===== src/rtl/loader_pkg.sv =====
// ---------------------------------------------------------------
// loader_pkg: shared states and constants for the program loader
// Rev 1.0
// ---------------------------------------------------------------
`default_nettype none

package loader_pkg;

   localparam int         LEN_W         = 16;
   localparam logic [7:0] SYNC_BYTE_DEF = 8'hA5;

   typedef enum logic [2:0] {
      ST_SYNC   = 3'd0,
      ST_LEN_LO = 3'd1,
      ST_LEN_HI = 3'd2,
      ST_DATA   = 3'd3,
      ST_CHECK  = 3'd4,
      ST_DONE   = 3'd5,
      ST_ERROR  = 3'd6
   } state_t;

endpackage

`default_nettype wire


===== src/rtl/byte_packer.sv =====
// ---------------------------------------------------------------
// byte_packer: 8-to-32 little-endian word assembler, one-cycle word strobe
// Rev 1.0
// ---------------------------------------------------------------
`default_nettype none

module byte_packer (
   input  logic        clk,
   input  logic        rst,
   input  logic        i_clear,
   input  logic        i_valid,
   input  logic [7:0]  i_data,
   output logic [1:0]  o_idx,
   output logic        o_word_valid,
   output logic [31:0] o_word
);

   logic [1:0]  r_idx;
   logic        r_word_valid;
   logic [31:0] r_word;

   // Bytes enter at the top and shift down, so byte 0 ends up in [7:0].
   always_ff @(posedge clk) begin
      if (rst) begin
         r_idx        <= 2'd0;
         r_word_valid <= 1'b0;
         r_word       <= 32'd0;
      end else begin
         r_word_valid <= 1'b0;
         if (i_clear) begin
            r_idx <= 2'd0;
         end else if (i_valid) begin
            r_word       <= {i_data, r_word[31:8]};
            r_idx        <= r_idx + 2'd1;
            r_word_valid <= (r_idx == 2'd3);
         end
      end
   end

   assign o_idx        = r_idx;
   assign o_word_valid = r_word_valid;
   assign o_word       = r_word;

endmodule

`default_nettype wire


===== src/rtl/prog_loader.sv =====
// ---------------------------------------------------------------
// prog_loader: boot loader writing a checksummed byte frame into imem
// Rev 1.0
// ---------------------------------------------------------------
`default_nettype none

module prog_loader
   import loader_pkg::*;
#(
   parameter int         ADDR_WIDTH = 8,
   parameter int         MAX_WORDS  = 2**ADDR_WIDTH,
   parameter logic [7:0] SYNC_BYTE  = SYNC_BYTE_DEF
) (
   input  logic                  clk,
   input  logic                  rst,
   input  logic [7:0]            rx_data,
   input  logic                  rx_valid,
   output logic                  rx_ready,
   output logic                  imem_we,
   output logic [ADDR_WIDTH-1:0] imem_addr,
   output logic [31:0]           imem_wdata,
   output logic                  core_rst_n,
   output logic                  busy,
   output logic                  done,
   output logic                  error
);

   state_t                  r_state;
   state_t                  w_next;
   logic                    r_rx_ready;
   logic [7:0]              r_len_lo;
   logic [LEN_W-1:0]        r_words_left;
   logic [7:0]              r_chk;
   logic [ADDR_WIDTH-1:0]   r_addr;
   logic                    r_core_rst_n;
   logic                    r_busy;
   logic                    r_done;
   logic                    r_error;

   logic                    w_accept;
   logic                    w_is_sync;
   logic [LEN_W-1:0]        w_len;
   logic                    w_len_over;
   logic                    w_pack_valid;
   logic                    w_pack_clear;
   logic                    w_word_last;
   logic [1:0]              w_idx;
   logic                    w_word_valid;
   logic [31:0]             w_word;

   assign w_accept     = rx_valid && r_rx_ready;
   assign w_is_sync    = (rx_data == SYNC_BYTE);
   assign w_len        = {rx_data, r_len_lo};
   assign w_len_over   = ({{(32-LEN_W){1'b0}}, w_len} > MAX_WORDS);
   assign w_pack_valid = w_accept && (r_state == ST_DATA);
   assign w_pack_clear = w_accept && (r_state == ST_LEN_HI);
   // The FSM leaves DATA on the 4th byte of the last word, one cycle before
   // the packer strobes that word, so a back-to-back CHK byte is not missed.
   assign w_word_last  = w_pack_valid && (w_idx == 2'd3) &&
                         (r_words_left == {{(LEN_W-1){1'b0}}, 1'b1});

   byte_packer u_packer (
      .clk          (clk),
      .rst          (rst),
      .i_clear      (w_pack_clear),
      .i_valid      (w_pack_valid),
      .i_data       (rx_data),
      .o_idx        (w_idx),
      .o_word_valid (w_word_valid),
      .o_word       (w_word)
   );

   always_comb begin
      w_next = r_state;
      case (r_state)
         ST_SYNC: begin
            if (w_accept && w_is_sync) w_next = ST_LEN_LO;
         end
         ST_LEN_LO: begin
            if (w_accept) w_next = ST_LEN_HI;
         end
         ST_LEN_HI: begin
            if (w_accept) begin
               if (w_len_over)                 w_next = ST_ERROR;
               else if (w_len == {LEN_W{1'b0}}) w_next = ST_CHECK;
               else                             w_next = ST_DATA;
            end
         end
         ST_DATA: begin
            if (w_word_last) w_next = ST_CHECK;
         end
         ST_CHECK: begin
            if (w_accept) w_next = (rx_data == r_chk) ? ST_DONE : ST_ERROR;
         end
         ST_DONE, ST_ERROR: begin
            if (w_accept && w_is_sync) w_next = ST_LEN_LO;
         end
         default: w_next = ST_SYNC;
      endcase
   end

   always_ff @(posedge clk) begin
      if (rst) begin
         r_state      <= ST_SYNC;
         r_rx_ready   <= 1'b0;
         r_len_lo     <= 8'd0;
         r_words_left <= {LEN_W{1'b0}};
         r_chk        <= 8'd0;
         r_addr       <= {ADDR_WIDTH{1'b0}};
         r_core_rst_n <= 1'b0;
         r_busy       <= 1'b0;
         r_done       <= 1'b0;
         r_error      <= 1'b0;
      end else begin
         r_state      <= w_next;
         r_rx_ready   <= 1'b1;
         // Status flags are registered from the next state so they line up with it.
         r_core_rst_n <= (w_next == ST_DONE);
         r_done       <= (w_next == ST_DONE);
         r_error      <= (w_next == ST_ERROR);
         r_busy       <= (w_next == ST_LEN_LO) || (w_next == ST_LEN_HI) ||
                         (w_next == ST_DATA)   || (w_next == ST_CHECK);
         if (w_word_valid) r_addr <= r_addr + {{(ADDR_WIDTH-1){1'b0}}, 1'b1};
         if (w_accept) begin
            case (r_state)
               ST_SYNC, ST_DONE, ST_ERROR: begin
                  if (w_is_sync) r_chk <= 8'd0;
               end
               ST_LEN_LO: begin
                  r_len_lo <= rx_data;
                  r_chk    <= r_chk ^ rx_data;
               end
               ST_LEN_HI: begin
                  r_chk        <= r_chk ^ rx_data;
                  r_words_left <= w_len;
                  r_addr       <= {ADDR_WIDTH{1'b0}};
               end
               ST_DATA: begin
                  r_chk <= r_chk ^ rx_data;
                  if (w_idx == 2'd3) r_words_left <= r_words_left - {{(LEN_W-1){1'b0}}, 1'b1};
               end
               default: ;
            endcase
         end
      end
   end

   assign rx_ready   = r_rx_ready;
   assign imem_we    = w_word_valid;
   assign imem_addr  = r_addr;
   assign imem_wdata = w_word;
   assign core_rst_n = r_core_rst_n;
   assign busy       = r_busy;
   assign done       = r_done;
   assign error      = r_error;

endmodule

`default_nettype wire


===== config.mk =====
export PLATFORM = sky130hd
export DESIGN_NAME = prog_loader
export DESIGN_NICKNAME = d
export VERILOG_FILES = /design/src/rtl/loader_pkg.sv /design/src/rtl/byte_packer.sv /design/src/rtl/prog_loader.sv
export SDC_FILE = /design/constraint.sdc
export NUM_CORES = 1
export LEC_CHECK = 0
export CORE_MARGIN = 2
export CORE_UTILIZATION = 30
export CTS_CLUSTER_DIAMETER = 60
export DETAILED_ROUTE_END_ITERATION = 10
export GPL_TIMING_DRIVEN = 0
export PLACE_DENSITY_LB_ADDON = 0.3
export RECOVER_POWER = 50
export SLEW_MARGIN = 20
export SYNTH_ARGS = -nofsm -noshare
export SYNTH_HDL_FRONTEND = slang
export SYNTH_SLANG_ARGS = --single-unit

===== constraint.sdc =====
create_clock -name clk -period 2.7 [get_ports clk]
set_input_delay 0.54 -clock clk [delete_from_list [all_inputs] [get_ports clk]]
set_output_delay 0.54 -clock clk [all_outputs]
set_load 0.005 [all_outputs]

# Word-level counts from Yosys, hierarchy flattened
# Cells that the tools add are included.
# op_classes
addsub	3
n_lt_le_gt_ge	1
reduce_logical	21
n_eq_ne	18
bitwise_logic	3
mux	17
# op_table
cell	count
$mux W8	4
$pmux W16 S2	1
$mux W3	7
$eq A3 B3 Y1 const B	6
$eq A16 B1 Y1 const B	1
$gt A16 B9 Y1 const B	1
$logic_not A16 Y1	1
$mux W16	1
$pmux W8 S2	1
$sub A16 B1 Y16 const B	1
$pmux W3 S5	1
$eq A3 B2 Y1 const B	4
$reduce_or A3 Y1	3
$add A8 B1 Y8 const B	1
$eq A8 B8 Y1	1
$eq A8 B8 Y1 const B	1
$xor A8 B8 Y8	1
$eq A3 B1 Y1 const B	2
$logic_and A1 B1 Y1	6
$reduce_and A3 Y1	2
$ne A2 B1 Y1 const B	2
$reduce_and A2 Y1	2
$reduce_bool A2 Y1	2
$logic_not A3 Y1	1
7 further kinds	10
# totals
elab_cells	75
register_bits	82
output_inout_bits	46
in_bits	11

# Depth between registers and ports, before layout
# Gate-level depths: netlist of the first run.
# logic_depth
ltp_word	10
ltp_mapped	8
mapped_depth_nobuf	8

# Hierarchy
# Synthesis of the first run repeated with hierarchy kept, for this count alone.
# unflattened
hier_cells	446
hier_area_um2	4013.8
# modules_own_cells
mod	n_inst	seq_area_each_um2	cells_each	area_each_um2
prog_loader	1	940.9	322	2601.2
byte_packer	1	700.7	124	1412.6

# Worst setup path after synthesis of the first run
# Ideal clock, no wire load.
# synth_path
path_kind	input -> register
from	input port rx_data[7]
to	register r_busy (netlist: busy)
setup_slack_ns	0.614
arrival_ns	2.014
setup_time_ns	0.072
cell_stages	7
path_buffers	1
t_required_ns	2.628
path_cell_list	clkbuf_1 > xor2_1 > nor4_1 > nand4_1 > a41oi_1 > nor4bb_2 > mux2i_1
# synth_between
elab_chain_len	9
elab_cells_between_ends	19
classes_between	order compare: 1; eq/ne: 6; mux: 7; reduce/logical: 5
# synth_rtl
element	line	source
start: declaration	prog_loader.sv:16	input logic [7:0] rx_data,
parallel branches: the longest is 4 deep, another holds $gt A16 B9 Y1	n/a	
$pmux W3 S5 *	prog_loader.sv:75	case (r_state)
$eq A3 B1 Y1 / $eq A3 B2 Y1 (equally long branches)	prog_loader.sv:121	r_busy <= (w_next == ST_LEN_LO) || (w_next == ST_LEN_HI) ||
$logic_or A1 B1 Y1 (2 in series)	prog_loader.sv:121	
$logic_or A1 B1 Y1 *	prog_loader.sv:122	(w_next == ST_DATA) || (w_next == ST_CHECK);
end signal: assignment	prog_loader.sv:121	
end: declaration	prog_loader.sv:36	logic r_busy;
# Mark *: on every way between the ends.
# A chain may end at the register's enable or synchronous reset.

# Final worst setup path of the first run
# layout_path
from	input port rx_valid
to	register r_words_left[14]
# layout_between
elab_chain_len	2
# layout_rtl
element	line	source
start: declaration	prog_loader.sv:17	input logic rx_valid,
$logic_and A1 B1 Y1	prog_loader.sv:51	assign w_accept = rx_valid && r_rx_ready;
$reduce_and A3 Y1 (no source line)	n/a	
end signal: assignment	prog_loader.sv:107	r_words_left <= {LEN_W{1'b0}};
end signal: assignment	prog_loader.sv:135	r_words_left <= w_len;
end signal: assignment	prog_loader.sv:140	if (w_idx == 2'd3) r_words_left <= r_words_left - {{(LEN_W-1){1'b0}}, 1'b1};
end: declaration	prog_loader.sv:32	logic [LEN_W-1:0] r_words_left;
# Every way passes these cells.

==> results.toml, run 1 <==
[synth]
synth_cell_types = 50
synthAdderAreaFrac_pct = 1.32
yosys_register_bits = 82
ys_async_sr_fraction_pct = 0
ys_top_cells_by_count = "nand2_1, dfxtp_1, a21oi_1, nor2_1, clkbuf_1"
yosys.area_share.simple_pct = 27.0
yosysTopAreaCell = "dfxtp_1"
synth_top_family_by_area = "simple AND/OR/NAND/NOR gates"
synth_edf_count = 0
ys_seq_area_share_pct = 43.4
synth_xor_area_share_pct = 3.70
synthTopCellsByArea = "dfxtp_1, nand2_1, a21oi_1"
yosysMostFrequentCell = "nand2_1"
muxShareOfSynthArea_pct = 2.64
syn_avg_cell_area_um2 = 7.79
yosysTopAreaCellShare_pct = 43.4
synthCells = 486
synth_compound_area_share_pct = 16.9
yosys_warnings = 0
syn-cell-area_um2 = 3790
synth_nets = 501
synth_ff_type = "dfxtp_1"

[placement]
portBuffers = 48
dpl_worst_slack_ns = -0.0920
dp_hpwl_um = 7560
place_congestion = 0.825

[setup_path]
cp_num_buf_inv = 4
end_kind = "register"
cp_common_cell = "clkbuf_1"
required_ns = 2.96
cp-start-kind = "input pin"
crit_chain = "clkdlybuf4s50_1 -> and2_1 -> buf_2 -> o211a_1 -> clkbuf_1 -> clkbuf_1 -> o21ai_0 -> a21oi_1"
critPathMaxStageDelay_ns = 0.49
slowest_stage = "clkdlybuf4s50_1"
path_delay_family = "buffers and inverters"
path_class = "in2reg"
crit_fanout = 10
worst_ep_arrival_time_ns = 2.74

[global_routing]
gr-total-overflow = 0
gr-usage-all-layers_pct = 15.9
grt_pass1_wl_um = 16900
antenna_found_initial = 0
grt_pass1_vias = 3318
grt_max_degree = 18

[clock_tree]
cts_htree_levels = 3
cts_buffers = 9
cts.clk_slew.worst_paths_ns = 0.06
cts_buffer_depth = 2
cts_tree = "done"
cts_root_buffer = "clkbuf_16"
cts_sinks = 82
cts_resized = 0
ctsHoldBuffers = 0
postCtsSetupRepairBufs = 0
clk-insertion-delay-late_ns = 0.34

[detailed_routing]
num_vias = 3541
ant_nets = 0
wl_um = 10200
post_drt_wl_per_cell_um = 14.1
vias_per_cell = 4.90
drt-pass1-iter-count = 4
drtIter0Drc = 267
drc_errors = 0

[sta]
hold_slack_ns = 0.452
setup_tns_ns = 0
setup_viol = 0
relSlewSlack_pct = 33.4
finalHoldViolations = 0
fin_crit_ns = 2.47
worst_slew_pin_slew_ns = 0.992
drv_slew = 0
period_share_pct = 91.5
layout_setup_ws_ns = 0.228
fin_worst_skew_ns = 0.00619
rsz0062_at_grt = "no"
max_freq_ghz = 0.405

[power]
p_per_area_nw_per_um2 = 521
p_leak_nw = 1.75
ir_worst_vdd_mv = 0.403

[floorplanning]
core_area_um2 = 12500
start_util_pct = 30.4
die_h_um = 116
die_area_um2 = 13500
fp.dieW_um = 116
fp-row-count = 41
pin_count = 57

[finish]
areaGrowthSynthToFinish_pct = 26.1
multi_input_area_um2 = 1950
drive_gt1_share_pct = 6.36
fin_nets = 560
fillers = 1322
n_antenna_cell = 0
layout.area.seq_um2 = 1640

[flow_run]
maxCapViolations = 0

[hold_path]
hp-class = "reg2reg"

[outcome]
status = "finished, final reports clean"
cell families after synthesis:
kind of cell / Yosys count
buffers and inverters: 45
DFF: 82
muxes: 10
and+or+nand+nor: 218
adders and majority gates: 4
AOI/OAI and AO/OA: 111
xor gates and xnor gates: 16
final timing paths:
path | start | to | slack, ns | cells past startpoint
hold reg to reg | u_packer.o_word[0] | u_packer.o_word[0] | 0.45 | 2
setup / recovery | rx_valid | r_words_left[14] | 0.23 | 8
hold / removal | u_packer.o_word[0] | u_packer.o_word[0] | 0.45 | 2
setup reg to reg | r_state[1] | u_packer.o_word[31] | 0.54 | 6
stage by stage:
stage               cell area (µm²)  std cells  utilization [%]  total power, mW
finish                         4770        722             38.3             2.48
global route                   4770        722             38.3             2.58
CTS                            4770        722             38.3             2.52
detailed placement             4480        706             36.0             1.32
global placement               4480        706             36.0             1.32
floorplan                      3790        486                -             1.29
worst register-to-register path, stage by stage, from the launching register on:
cell and delay (ns):
dfxtp_1 0.35, clkbuf_1 0.32, nand3b_1 0.37, nor2_1 0.52, buf_2 0.33, nand2_1 0.08
a21oi_1 0.14
cells in the final DEF (no fill, tap or decap), drive strengths merged, types with 12 or more instances in the layout:
cell	count
dlygate4sd3	47
nor2	56
nand3	13
nand2	89
clkbuf	36
inv	12
dfxtp	82
a21oi	57
o21ai	26
nor3	15
area by class of cell:
| cell class | instances | share of cell area (%) |
|---|---|---|
| timing repair buffer | 48 | 10.1 |
| buffer | 38 | 3.51 |
| clock inverter | 7 | 1.39 |
| sequential | 82 | 34.4 |
| clock buffer | 9 | 4.72 |
| multi-input combinational | 359 | 40.9 |
| tap | 172 | 4.51 |
| inverter | 7 | 0.550 |
flip-flops by register name, indices dropped and copies added (netlist names):
signal	flops
busy	1
done	1
error	1
imem_addr	8
r_chk	8
r_len_lo	8
r_state	3
r_words_left	16
rx_ready	1
u_packer.o_idx	2
u_packer.o_word	32
u_packer.o_word_valid	1
report_power, final:
group	total, mW	leakage (nW)	internal, mW	switching, mW
sequential	1.21	0.660	1.21	0.000734
clock	1.20	0.138	0.649	0.548
combinational	0.0777	0.947	0.0217	0.0561
total	2.48	1.75	1.88	0.605
routing by layer:
metal  up-vias  share of wire (%)  GRT usage (%)
li1       1797                  -              -
met1      1654                 48           21.6
met2        80                 46           25.3
met3        10                4.3           3.17
met4         0                1.4           5.16
met5         -                  0              0
(Power assumes the default switching activity.)
==> run 2: changes to the inputs <==
--- a/config.mk
+++ b/config.mk
@@ -5,7 +5,6 @@
 export SDC_FILE = /design/constraint.sdc
 export NUM_CORES = 1
 export LEC_CHECK = 0
-export CORE_MARGIN = 2
 export CORE_UTILIZATION = 30
 export CTS_CLUSTER_DIAMETER = 60
 export DETAILED_ROUTE_END_ITERATION = 10
==> run 2 against run 1 <==
Compared with the run above:
- critical path depth stayed put
- sequential power is essentially flat
- sequential share of layout area about the same
- total power is 0.24% higher
- clock-buffer cell count unchanged
- first-iteration DRC count rose by 1.1%
- register-to-register slack lost 0.08 ns
- hold slack lost 0.0012 ns
- cell count down 0.55%
- utilization up 0.93 points
==> results.toml, run 2 (synthesis results as in run 1) <==
[setup_path]
cp_common_cell = "clkbuf_1"
path_class = "in2reg"
required_ns = 2.97
cp-start-kind = "input pin"
end_kind = "register"
cp_num_buf_inv = 4
worst_ep_arrival_time_ns = 2.74
slowest_stage = "clkdlybuf4s50_1"
critPathMaxStageDelay_ns = 0.47
path_delay_family = "buffers and inverters"
crit_chain = "clkdlybuf4s50_1 -> and2_1 -> buf_2 -> o211a_1 -> clkbuf_1 -> clkbuf_1 -> o21ai_0 -> a21oi_1"
crit_fanout = 10

[floorplanning]
die_area_um2 = 13100
fp-row-count = 40
fp.dieW_um = 114
core_area_um2 = 12200
die_h_um = 114
pin_count = 57
start_util_pct = 31.1

[clock_tree]
clk-insertion-delay-late_ns = 0.35
cts_resized = 0
cts_htree_levels = 3
postCtsSetupRepairBufs = 0
cts_buffer_depth = 2
cts_root_buffer = "clkbuf_16"
cts_sinks = 82
ctsHoldBuffers = 0
cts_tree = "done"
cts_buffers = 9
cts.clk_slew.worst_paths_ns = 0.07

[hold_path]
hp-class = "reg2reg"

[finish]
final_cell_mix = "nand2_1, dfxtp_1, nor2_1, a21oi_1, dlygate4sd3_1"
areaGrowthSynthToFinish_pct = 26.0
drive_gt1_share_pct = 6.36
stdcell_count = 718
n_antenna_cell = 0
layout_commonest_cell = "nand2_1"
fin_area_um2 = 4770
fillers = 1273
largest_reg_flops = 32
fin_nets = 560

[detailed_routing]
drtIter0Drc = 270
wl_um = 10200
drc_errors = 0
ant_nets = 0
vias_per_cell = 4.97
drt-pass1-iter-count = 5
post_drt_wl_per_cell_um = 14.2
num_vias = 3570

[sta]
setup_viol = 0
hold_slack_ns = 0.451
rsz0062_at_grt = "no"
fin_worst_skew_ns = 0.00796
worst_slew_pin_slew_ns = 0.978
fin_crit_ns = 2.47
relSlewSlack_pct = 34.3
finalHoldViolations = 0
period_share_pct = 91.5
max_freq_ghz = 0.405
layout_setup_ws_ns = 0.229
drv_slew = 0

[power]
p_leak_nw = 1.75
ir_worst_vdd_mv = 0.302
report.power.total_mw = 2.49
p_per_area_nw_per_um2 = 522

[outcome]
status = "finished, final reports clean"

[global_routing]
antenna_found_initial = 0
gr-total-overflow = 0
gr-usage-all-layers_pct = 16.5
grt_max_degree = 18
grt_pass1_vias = 3299
grt_pass1_wl_um = 16700

[placement]
dp_hpwl_um = 7520
dpl_worst_slack_ns = -0.0822
portBuffers = 48
place_congestion = 0.847
dpl_cell_area_um2 = 4480
placed_cells = 702

[flow_run]
maxCapViolations = 0
-- run 2: changes by cell type in the layout (fill, tap and decap cells not counted), sizes merged --
cell / change
clkinvlp: -1
clkinv: +1
-- run 2: tightest hold or removal path: cells and delay by family (launching register included) --
kind	cells	cell delay, ns
AOI/OAI and AO/OA	1	0.05
and+or+nand+nor	1	0.05
DFF	1	0.31
-- run 2: layout make-up --
type | instances | area (µm²) | share of cell area [%]
tap | 168 | 210 | 4.41
buffer | 38 | 168 | 3.52
multi-input combinational | 359 | 1950 | 40.9
clock inverter | 7 | 67.6 | 1.42
inverter | 7 | 26.3 | 0.551
clock buffer | 9 | 225 | 4.72
timing repair buffer | 48 | 480 | 10.1
sequential | 82 | 1640 | 34.4
-- run 2: through the flow --
stage	TNS, ns	util, %
after floorplan	0	-
after global placement	-0.309	36.8
after detailed placement	-0.154	36.8
after CTS	0	39.2
after global routing	0	39.2
final	0	39.2
-- run 2: where the power goes --
group,total [mW],switching (mW),internal [mW]
Sequential,1.21,0.000527,1.21
Clock,1.20,0.552,0.650
Combinational,0.0785,0.0568,0.0216
-- run 2: final timing paths --
path | start | end | slack (ns) | depth (start not counted)
max | rx_valid | r_words_left[14] | 0.23 | 8
min | u_packer.o_word[7] | u_packer.o_word[7] | 0.45 | 2
max reg2reg | r_state[1] | u_packer.o_word[29] | 0.46 | 6
min reg2reg | u_packer.o_word[7] | u_packer.o_word[7] | 0.45 | 2
-- run 2: metal layers --
metal | GRT usage [%] | vias up | routed length [µm]
li1 | - | 1791 | -
met1 | 22.6 | 1636 | 4890
met2 | 25.5 | 130 | 4640
met3 | 3.34 | 13 | 513
met4 | 6.32 | 0 | 174
met5 | 0 | - | 0
==> run 3: changes to the inputs <==
--- a/config.mk
+++ b/config.mk
@@ -5,7 +5,8 @@
 export SDC_FILE = /design/constraint.sdc
 export NUM_CORES = 1
 export LEC_CHECK = 0
-export CORE_UTILIZATION = 30
+export CAP_MARGIN = 20
+export CORE_UTILIZATION = 50
 export CTS_CLUSTER_DIAMETER = 60
 export DETAILED_ROUTE_END_ITERATION = 10
 export GPL_TIMING_DRIVEN = 0
==> run 3 against run 2 <==
Compared with the run above:
- global-route usage rose by 9.1 points
- setup slack better by 0.021 ns
- cell count fell by 9.6%
- cell area fell by 3.5%
- register-to-register slack about the same
- first-iteration DRC count rose by 13%
- largest cell class unchanged
- non-clock buffer count is the same
- clock-buffer cell count grew 1
- clock power fell by 22%
- sequential power is essentially flat
==> results.toml, run 3 (synthesis results as in run 1) <==
[detailed_routing]
drt-pass1-iter-count = 5
ant_nets = 0
post_drt_wl_per_cell_um = 15.0
wl_um = 9720
num_vias = 3689
vias_per_cell = 5.68
drc_errors = 0
drtIter0Drc = 305

[floorplanning]
fp-row-count = 31
fp.dieW_um = 89.0
start_util_pct = 51.9
core_area_um2 = 7290
pin_count = 57
die_area_um2 = 7920
die_h_um = 89.0

[global_routing]
gr-usage-all-layers_pct = 25.6
antenna_found_initial = 0
grt_pass1_wl_um = 15400
gr-total-overflow = 0
grt_pass1_vias = 3221
grt_max_degree = 16

[finish]
final_cell_mix = "nand2_1, dfxtp_1, nor2_1, a21oi_1, dlygate4sd3_1"
largest_reg_flops = 32
layout_commonest_cell = "nand2_1"
n_antenna_cell = 0
fin_nets = 560
stdcell_count = 649
areaGrowthSynthToFinish_pct = 21.5
fin_area_um2 = 4600
drive_gt1_share_pct = 6.18
utilization_pct = 63.1

[setup_path]
cp-start-kind = "input pin"
worst_ep_arrival_time_ns = 2.75
crit_fanout = 10
cp_num_buf_inv = 4
path_class = "in2reg"
slowest_stage = "clkdlybuf4s50_1"
end_kind = "register"
path_delay_family = "buffers and inverters"
critPathMaxStageDelay_ns = 0.48
crit_chain = "clkdlybuf4s50_1 -> and2_1 -> buf_2 -> o211a_1 -> clkbuf_1 -> clkbuf_1 -> o21ai_0 -> a21oi_1"
required_ns = 3.00
cp_common_cell = "clkbuf_1"

[placement]
place_congestion = 0.920
dpl_cell_area_um2 = 4390
dp_hpwl_um = 7030
placed_cells = 633
portBuffers = 48
dpl_worst_slack_ns = -0.0840

[sta]
layout_setup_ws_ns = 0.251
max_freq_ghz = 0.408
fin_worst_skew_ns = 0.0114
rsz0062_at_grt = "no"
relSlewSlack_pct = 33.3
finalHoldViolations = 0
setup_viol = 0
period_share_pct = 90.7
worst_slew_pin_slew_ns = 0.993
fin_crit_ns = 2.45
drv_slew = 0

[clock_tree]
clk-insertion-delay-late_ns = 0.37
cts_resized = 0
cts_tree = "done"
cts.clk_slew.worst_paths_ns = 0.09
postCtsSetupRepairBufs = 0
ctsHoldBuffers = 0
cts_buffer_depth = 2
cts_buffers = 9
cts_htree_levels = 3
cts_sinks = 82
cts_root_buffer = "clkbuf_8"

[power]
pwr-share-comb_pct = 3.5
p_per_area_nw_per_um2 = 484
power.share.clock_pct = 42.2
p_switching_uw = 533
p_sw_share_pct = 23.9
p_leak_nw = 1.70
report.power.total_mw = 2.23
ir_worst_vdd_mv = 0.414
pwr-share-seq_pct = 54.3
intPower_mw = 1.69

[outcome]
status = "finished, final reports clean"

[hold_path]
hp-class = "reg2reg"

[flow_run]
maxCapViolations = 0
[run 3: changes by cell type in the layout (fill, tap and decap cells not counted)]
cell | before | now
clkbuf_8 | 0 | 10
clkbuf_16 | 9 | 0
inv_8 | 3 | 1
buf_2 | 8 | 7
bufinv_16 | 0 | 1
clkbuf_1 | 27 | 28
clkinvlp_4 | 1 | 2
inv_6 | 2 | 1
[run 3: layer usage]
metal / track usage (%) / vias to the layer above / wire length, µm
met1: 32.8 / 1716 / 4300
li1: - / 1788 / -
met2: 43.4 / 166 / 4540
met3: 4.89 / 19 / 706
met4: 9.24 / 0 / 170
met5: 0 / - / 0
[run 3: tightest hold or removal path, delay by kind of cell, from the launching register on]
kind	cells	cell delay, ns
flip-flops	1	0.31
AO/OA/AOI/OAI	1	0.05
AND/OR/NAND/NOR	1	0.05
[run 3: final cells by class]
cell class / instances / area, µm²
fillers: 659 / 2690
multi-input cells: 359 / 1950
flip-flops and latches: 82 / 1640
repair buffers: 48 / 480
plain buffers: 38 / 166
clock buffers: 10 / 138
well taps: 99 / 124
clock inverters: 6 / 73.8
inverters: 7 / 26.3
[run 3: path summary, 6_finish.rpt]
kind	cells after the start	start	endpoint	slack (ns)
worst max register to register	6	r_state[1]	u_packer.o_word[29]	0.47
worst min register to register	2	u_packer.o_word[3]	u_packer.o_word[3]	0.45
worst max-delay path	8	rx_valid	r_words_left[14]	0.25
worst min-delay path	2	u_packer.o_word[3]	u_packer.o_word[3]	0.45
[run 3: stage by stage]
step	hold WS, ns	TNS, ns
6_report	0.453	0
3_5_place_dp	0.446	-0.170
2_1_floorplan	0.440	0
5_1_grt	0.459	0
4_1_cts	0.446	0
3_3_place_gp	0.441	-0.0422
[run 3: power by group through the flow]
stage / registers [mW] / clock network [mW] / logic (mW)
finish: 1.21 / 0.939 / 0.0778
global route: 1.21 / 1.00 / 0.0828
CTS: 1.21 / 0.954 / 0.0771
detailed placement: 1.24 / 0 / 0.0767
global placement: 1.24 / 0 / 0.0756
floorplan: 1.24 / 0 / 0.0505
